--- src/rtl/servo_pwm_decoder_pkg.sv ---
// Shared constants and types for the servo PWM receive path.
package servo_pkg;
    localparam int CLK_FREQ_HZ         = 50_000_000;
    localparam int SERVO_MIN_PULSE_CYC = 50_000;
    localparam int SERVO_MAX_PULSE_CYC = 100_000;
    localparam int SERVO_PERIOD_CYC    = 1_000_000;
    localparam int SERVO_TIMEOUT_CYC   = 1_250_000;
    localparam int ANGLE_MAX           = 180;

    typedef logic [7:0] angle_t;

    typedef enum logic [1:0] {ST_IDLE, ST_HIGH, ST_LOW} state_t;

    typedef enum logic [1:0] {DIV_IDLE, DIV_NUM, DIV_ITER, DIV_OUT} div_phase_t;
endpackage

--- src/rtl/servo_pwm_decoder_if.sv ---
// PWM line in, decoded angle and status out; master drives the line, slave decodes it.
interface servo_pwm_decoder_if
    import servo_pkg::*;
#(
    parameter int CNT_W = 21
) ();
    logic             pwm_in;
    angle_t           angle_out;
    logic             angle_valid;
    logic [CNT_W-1:0] width_cyc;
    logic [CNT_W-1:0] period_cyc;
    logic             range_err;
    logic             signal_lost;
    logic             overrun;

    modport master (
        output pwm_in,
        input  angle_out, angle_valid, width_cyc, period_cyc, range_err, signal_lost, overrun
    );

    modport slave (
        input  pwm_in,
        output angle_out, angle_valid, width_cyc, period_cyc, range_err, signal_lost, overrun
    );
endinterface

--- src/rtl/servo_pwm_decoder_div.sv ---
// Clamp + scale + 8-step restoring divide: pulse width to 0..180 degrees, fixed 10-cycle latency.
module servo_angle_div
    import servo_pkg::*;
#(
    parameter int MIN_PULSE_CYC = 50_000,
    parameter int MAX_PULSE_CYC = 100_000,
    parameter int CNT_W         = 21
) (
    input  logic             clk,
    input  logic             rst,
    input  logic             start,
    input  logic [CNT_W-1:0] width,
    output logic             busy,
    output angle_t           angle,
    output logic             range_err,
    output logic             valid
);
    localparam int NUM_W = 24;
    localparam logic [CNT_W-1:0] MIN_W = CNT_W'(MIN_PULSE_CYC);
    localparam logic [CNT_W-1:0] MAX_W = CNT_W'(MAX_PULSE_CYC);
    localparam logic [31:0]      SPAN  = 32'(MAX_PULSE_CYC - MIN_PULSE_CYC);

    div_phase_t       phase;
    logic [CNT_W-1:0] w_clamp;
    logic             rerr_p;
    logic [NUM_W-1:0] rem;
    angle_t           quo;
    logic [2:0]       bit_idx;
    logic [31:0]      dshift;

    assign busy   = (phase != DIV_IDLE);
    assign dshift = SPAN << bit_idx;

    always_ff @(posedge clk) begin
        if (rst) begin
            phase     <= DIV_IDLE;
            w_clamp   <= '0;
            rerr_p    <= 1'b0;
            rem       <= '0;
            quo       <= '0;
            bit_idx   <= '0;
            angle     <= '0;
            range_err <= 1'b0;
            valid     <= 1'b0;
        end else begin
            valid <= 1'b0;
            case (phase)
                DIV_IDLE: begin
                    if (start) begin
                        if (width < MIN_W) begin
                            w_clamp <= MIN_W;
                            rerr_p  <= 1'b1;
                        end else if (width > MAX_W) begin
                            w_clamp <= MAX_W;
                            rerr_p  <= 1'b1;
                        end else begin
                            w_clamp <= width;
                            rerr_p  <= 1'b0;
                        end
                        phase <= DIV_NUM;
                    end
                end
                DIV_NUM: begin
                    rem     <= NUM_W'(w_clamp - MIN_W) * NUM_W'(ANGLE_MAX);
                    quo     <= '0;
                    bit_idx <= 3'd7;
                    phase   <= DIV_ITER;
                end
                DIV_ITER: begin
                    // Quotient never exceeds 180, so 8 trial subtractions suffice.
                    if ({8'b0, rem} >= dshift) begin
                        rem          <= rem - NUM_W'(dshift);
                        quo[bit_idx] <= 1'b1;
                    end
                    if (bit_idx == 3'd0) phase <= DIV_OUT;
                    else                 bit_idx <= bit_idx - 3'd1;
                end
                DIV_OUT: begin
                    angle     <= quo;
                    range_err <= rerr_p;
                    valid     <= 1'b1;
                    phase     <= DIV_IDLE;
                end
                default: phase <= DIV_IDLE;
            endcase
        end
    end
endmodule

--- src/rtl/servo_pwm_decoder.sv ---
// Servo PWM receiver: synchronise, measure high width and period, watch for loss, decode angle.
//   state   | meaning
//   ST_IDLE | no measurement; waiting for a clean rising edge
//   ST_HIGH | line high, width counter running
//   ST_LOW  | line low after a pulse, waiting for the next rise
module servo_pwm_decoder
    import servo_pkg::*;
#(
    parameter int MIN_PULSE_CYC = 50_000,
    parameter int MAX_PULSE_CYC = 100_000,
    parameter int TIMEOUT_CYC   = 1_250_000,
    parameter int CNT_W         = 21,
    parameter int SYNC_STAGES   = 2
) (
    input  logic                clk,
    input  logic                rst,
    servo_pwm_decoder_if.slave  bus
);
    localparam int               TO_W    = (TIMEOUT_CYC > 1) ? $clog2(TIMEOUT_CYC) : 1;
    localparam logic [TO_W-1:0]  TO_LAST = TO_W'(TIMEOUT_CYC - 1);
    localparam logic [CNT_W-1:0] CNT_SAT = '1;
    localparam logic [CNT_W-1:0] CNT_ONE = CNT_W'(1);

    // The synchroniser is deliberately not reset so a line already high at reset shows no edge.
    logic [SYNC_STAGES-1:0] sync_q;
    logic                   pwm_d;
    logic                   rise, fall, timeout;
    state_t                 state;
    logic [CNT_W-1:0]       width_cnt, period_cnt, width_q, period_q;
    logic [TO_W-1:0]        to_cnt;
    logic                   lost_q, overrun_q;
    logic                   div_start, div_busy, div_valid, div_rerr;
    angle_t                 div_angle;

    always_ff @(posedge clk) begin
        sync_q <= {sync_q[SYNC_STAGES-2:0], bus.pwm_in};
        pwm_d  <= sync_q[SYNC_STAGES-1];
    end

    assign rise      = sync_q[SYNC_STAGES-1] & ~pwm_d;
    assign fall      = ~sync_q[SYNC_STAGES-1] & pwm_d;
    assign timeout   = (to_cnt == TO_LAST) & ~rise;
    assign div_start = (state == ST_HIGH) & fall & ~div_busy;

    always_ff @(posedge clk) begin
        if (rst) begin
            state      <= ST_IDLE;
            width_cnt  <= '0;
            period_cnt <= '0;
            to_cnt     <= '0;
            width_q    <= '0;
            period_q   <= '0;
            lost_q     <= 1'b1;
            overrun_q  <= 1'b0;
        end else begin
            if (rise)                      period_cnt <= CNT_ONE;
            else if (period_cnt != CNT_SAT) period_cnt <= period_cnt + CNT_ONE;

            if (rise)                   to_cnt <= '0;
            else if (to_cnt != TO_LAST) to_cnt <= to_cnt + TO_W'(1);

            if (div_valid) lost_q <= 1'b0;

            case (state)
                ST_IDLE: begin
                    if (rise) begin
                        width_cnt <= CNT_ONE;
                        state     <= ST_HIGH;
                    end
                end
                ST_HIGH: begin
                    if (fall) begin
                        width_q <= width_cnt;
                        if (div_busy) overrun_q <= 1'b1;
                        state <= ST_LOW;
                    end else if (width_cnt != CNT_SAT) begin
                        width_cnt <= width_cnt + CNT_ONE;
                    end
                end
                ST_LOW: begin
                    if (rise) begin
                        period_q  <= period_cnt;
                        width_cnt <= CNT_ONE;
                        state     <= ST_HIGH;
                    end
                end
                default: state <= ST_IDLE;
            endcase

            if (timeout) begin
                lost_q <= 1'b1;
                state  <= ST_IDLE;
            end
        end
    end

    servo_angle_div #(
        .MIN_PULSE_CYC (MIN_PULSE_CYC),
        .MAX_PULSE_CYC (MAX_PULSE_CYC),
        .CNT_W         (CNT_W)
    ) u_div (
        .clk       (clk),
        .rst       (rst),
        .start     (div_start),
        .width     (width_cnt),
        .busy      (div_busy),
        .angle     (div_angle),
        .range_err (div_rerr),
        .valid     (div_valid)
    );

    assign bus.angle_out   = div_angle;
    assign bus.angle_valid = div_valid;
    assign bus.range_err   = div_rerr;
    assign bus.width_cyc   = width_q;
    assign bus.period_cyc  = period_q;
    assign bus.signal_lost = lost_q;
    assign bus.overrun     = overrun_q;
endmodule
--- src/flat_wrapper.sv ---
// flat-port wrapper written by rule: the top's interface ports become plain ports
module servo_pwm_decoder_flat import servo_pkg::*;
#(
    parameter int MIN_PULSE_CYC = 50_000,
    parameter int MAX_PULSE_CYC = 100_000,
    parameter int TIMEOUT_CYC   = 1_250_000,
    parameter int CNT_W         = 21,
    parameter int SYNC_STAGES   = 2
)
  (clk, rst, bus_pwm_in, bus_angle_out, bus_angle_valid, bus_width_cyc, bus_period_cyc, bus_range_err, bus_signal_lost, bus_overrun);
  servo_pwm_decoder_if #(.CNT_W(CNT_W)) bus_i ();
  input  logic clk;
  input  logic rst;
  input wire logic [$bits(bus_i.pwm_in)-1:0] bus_pwm_in;
  output wire logic [$bits(bus_i.angle_out)-1:0] bus_angle_out;
  output wire logic [$bits(bus_i.angle_valid)-1:0] bus_angle_valid;
  output wire logic [$bits(bus_i.width_cyc)-1:0] bus_width_cyc;
  output wire logic [$bits(bus_i.period_cyc)-1:0] bus_period_cyc;
  output wire logic [$bits(bus_i.range_err)-1:0] bus_range_err;
  output wire logic [$bits(bus_i.signal_lost)-1:0] bus_signal_lost;
  output wire logic [$bits(bus_i.overrun)-1:0] bus_overrun;
  assign bus_i.pwm_in = bus_pwm_in;
  assign bus_angle_out = bus_i.angle_out;
  assign bus_angle_valid = bus_i.angle_valid;
  assign bus_width_cyc = bus_i.width_cyc;
  assign bus_period_cyc = bus_i.period_cyc;
  assign bus_range_err = bus_i.range_err;
  assign bus_signal_lost = bus_i.signal_lost;
  assign bus_overrun = bus_i.overrun;
  servo_pwm_decoder #(.MIN_PULSE_CYC(MIN_PULSE_CYC), .MAX_PULSE_CYC(MAX_PULSE_CYC), .TIMEOUT_CYC(TIMEOUT_CYC), .CNT_W(CNT_W), .SYNC_STAGES(SYNC_STAGES)) u_core (.clk(clk), .rst(rst), .bus(bus_i));
endmodule
--- config.mk ---
export PLATFORM = sky130hd
export DESIGN_NAME = servo_pwm_decoder_flat
export DESIGN_NICKNAME = d
export VERILOG_FILES = /design/src/rtl/servo_pwm_decoder_pkg.sv /design/src/rtl/servo_pwm_decoder_if.sv /design/src/rtl/servo_pwm_decoder_div.sv /design/src/rtl/servo_pwm_decoder.sv /design/src/flat_wrapper.sv
export SDC_FILE = /design/constraint.sdc
export NUM_CORES = 1
export LEC_CHECK = 0
export CAP_MARGIN = 15
export CORE_MARGIN = 2
export CORE_UTILIZATION = 40
export DETAILED_ROUTE_END_ITERATION = 6
export GPL_ROUTABILITY_DRIVEN = 1
export SLEW_MARGIN = 20
export SYNTH_ARGS = -nofsm -noshare
export SYNTH_HDL_FRONTEND = slang
export SYNTH_SLANG_ARGS = --single-unit
--- constraint.sdc ---
create_clock -name clk -period 9.15 [get_ports clk]
set_clock_uncertainty 0.15 [all_clocks]
set_input_delay 2.2875 -clock clk [delete_from_list [all_inputs] [get_ports clk]]
set_output_delay 2.2875 -clock clk [all_outputs]
set_load 0.005 [all_outputs]
==> results.yml <==
floorplanning:
  rows: 59
  die_x_um: 165
  ioPinCount: 57
  start_util_pct: 40.4
  core_area_sq_um: 25800
  dieArea_sq_um: 27400
  die_h_um: 165
routing:
  initialDrtViolationCount: 354
  drc: 0
  dr.pass1.iters: 4
  via_per_inst: 5.04
  antenna_left: 0
  routedWlPerCell_um: 13.6
  num_vias: 8130
  wl_um: 21900
synthesis:
  synth_xor_xnor_area_share_pct: 8.65
  synth_largest_area_cell: "dfxtp_1"
  synth_compound_area_share_pct: 14.7
  synth-async-reset-ratio_pct: 0
  ys_seq_area_share_pct: 34.0
  synth_top_area_share_pct: 34.0
  muxShareOfSynthArea_pct: 2.11
  synth_simple_gate_area_share_pct: 20.1
  syn_area_per_cell_sq_um: 8.43
  yosys_warnings: 0
  ys_ff_latch: 177
  synth_top_family_by_area: "simple AND/OR/NAND/NOR gates"
  synth_top_flop_cell: "dfxtp_1"
  synth_area_leaders: "dfxtp_1 34%, ha_1 9.8%, nor2_1 5.3%"
  syn_nets: 1348
  synth_area_sq_um: 10400
  synth_fa_ha_area_share_pct: 14.8
  synth_edf_count: 0
  syn_inst: 1237
  ys_types: 72
global_routing:
  grt.overflow.total: 0
  track_usage_pct: 16.8
  grt_pass1_vias: 7812
  grt_max_degree: 52
  grt_antenna_before_repair: 0
  grt_pass1_wl_um: 37800
critical_path:
  cp.required_ps: 9350
  crit_type: "reg2reg"
  cp-start-kind: "flip-flop"
  critPathArrivalTime_ps: 4990
  path_buf_inv: 4
  max_stage_delay_ps: 520
  path_max_fanout: 4
  path_common_cell: "inv_1"
  worstPathCellList: "inv_1 > ha_1 > inv_1 > a21oi_1 > nand3b_1 > xor2_1 > ha_1 > inv_1 > fa_1 > fa_1 > inv_1 > ha_1 > a21oi_1 > nand2_1 > a41oi_1 > o21ai_0 > a31oi_1 > xnor2_1 > mux2i_1 > a211oi_1"
  slowest_stage: "fa_1"
  end_kind: "flip-flop"
  crit_family: "adder cells"
clock_tree:
  cts_setup_buffers: 0
  root_buffer: "clkbuf_16"
  numCtsBuffers: 17
  cts_tree: "built"
  cts-resized-gates: 0
  numClockSinks: 177
  hold_buffers: 0
  clockBufferDepth: 2
  clock_latency_ps: 440
  cts_max_level: 4
  path_clk_slew_ps: 70
sta:
  hold_violations: 0
  timing.final.crit_share_pct: 52.3
  period_needed_ps: 4790
  worstMarginPinSlew_ps: 1040
  slew_headroom_pct: 30.7
  setup_tns_ps: 0
  maxSlewViolCount: 0
  finalSetupViolations: 0
  rsz0062_at_grt: "no"
  max_freq_ghz: 0.209
finish:
  final-seq-area_sq_um: 3540
  multiInputGateArea_sq_um: 6310
  utilization_pct: 45.8
  area_growth_pct: 13.4
  final_layout_size_suffix_gt1_share_pct: 5.64
  most-common-layout-cells: "177 x dfxtp_1, 146 x nor2_1, 137 x nand2_1, 108 x a21oi_1, 94 x inv_1"
  diodes: 0
  fillCellCount: 2577
  final_nets: 1375
  final_common_cell: "dfxtp_1"
hold_path:
  hold_class: "reg2reg"
place:
  gp_congestion: 0.824
  dp_hpwl_um: 16200
  io_buffers: 56
pwr:
  ir_drop_v: 0.000217
  leakagePower_nw: 4.59
  p_total_w: 0.00274
  cellPowerDensity_nw_per_um2: 232
flow_run:
  max-cap-violations: 0
outcome:
  status: "completed"
## layout make-up
cell class	count	share of cell area (%)
Clock buffer	17	3.60
Clock inverter	15	1.60
Inverter	94	2.98
Multi-Input combinational cell	914	53.4
Sequential cell	177	30.0
Tap cell	335	3.54
Timing Repair Buffer	60	4.97
## power by group
group / switching [W] / total [W] / internal, W / leakage (nW)
logic: 0.000638 / 0.00112 / 0.000486 / 2.86
registers: 0.0000452 / 0.000865 / 0.000820 / 1.43
clock network: 0.000357 / 0.000752 / 0.000394 / 0.295
## cell usage after synthesis, drive strengths merged (9+ instances only)
library cell	instances
a211oi	23
o21ai	33
a21o	11
mux2i	22
nand4	15
a21oi	110
inv	94
xor2	53
clkbuf	35
nand2b	9
or3	14
xnor2	50
nor2	146
nand3	31
buf	17
a31oi	15
dfxtp	177
fa	26
nor3	27
nor2b	13
ha	82
nor4	14
nand2	137
and2	9
o21a	10
## per-stage QoR
stage | hold WS [ps] | cells | area, sq um | setup slack (ps)
global placement | 163 | 1580 | 11200 | 4430
detailed placement | 168 | 1580 | 11200 | 4340
floorplan | 160 | 1237 | 10400 | 4760
global route | 187 | 1612 | 11800 | 3780
finish | 187 | 1612 | 11800 | 4360
CTS | 186 | 1612 | 11800 | 4310
## layer usage
metal / vias to the layer above / routed length [um] / track usage (%)
li1: 4264 / - / -
met1: 3765 / 11100 / 23.6
met2: 83 / 10000 / 27.1
met3: 18 / 553 / 2.75
met4: 0 / 222 / 3.88
met5: - / 0 / 0
## logic make-up (layout without fill, tap and decap cells)
kind of cell               Yosys count  after routing
muxes                               22             22
xor gates and xnor gates           103            103
and+or+nand+nor                    443            443
DFF                                177            177
buffers and inverters              146            186
AOI/OAI and AO/OA                  238            238
adders and majority gates          108            108
## worst reg2reg max path, stage by stage (launching register included)
cell	delay, ps
dfxtp_1	330
inv_1	80
ha_1	230
inv_1	60
a21oi_1	80
nand3b_1	240
xor2_1	200
ha_1	320
inv_1	60
fa_1	500
fa_1	520
inv_1	40
ha_1	340
a21oi_1	180
nand2_1	100
a41oi_1	350
o21ai_0	240
a31oi_1	240
xnor2_1	130
mux2i_1	80
a211oi_1	220
## worst paths after layout
check / startpoint / end / slack [ps] / depth (start not counted)
max reg2reg: u_core.u_div.w_clamp[4] / u_core.u_div.rem[21] / 4360 / 20
max: u_core.u_div.w_clamp[4] / u_core.u_div.rem[21] / 4360 / 20
min: u_core.sync_q[0] / u_core.sync_q[1] / 190 / 0
min reg2reg: u_core.sync_q[0] / u_core.sync_q[1] / 190 / 0
## sequential cells by signal, indices dropped and copies added, names as in the netlist, 2 cells and up
register               cells
u_core.u_div.w_clamp      21
u_core.sync_q              2
u_core.u_div.bit_idx       3
u_core.u_div.angle         8
u_core.period_cnt         21
u_core.to_cnt             21
u_core.width_cnt          21
u_core.state               2
u_core.u_div.phase         2
u_core.u_div.rem          20
u_core.bus.width_cyc      21
u_core.u_div.quo           8
u_core.bus.period_cyc     21
Power figures use the tool's default switching activity.
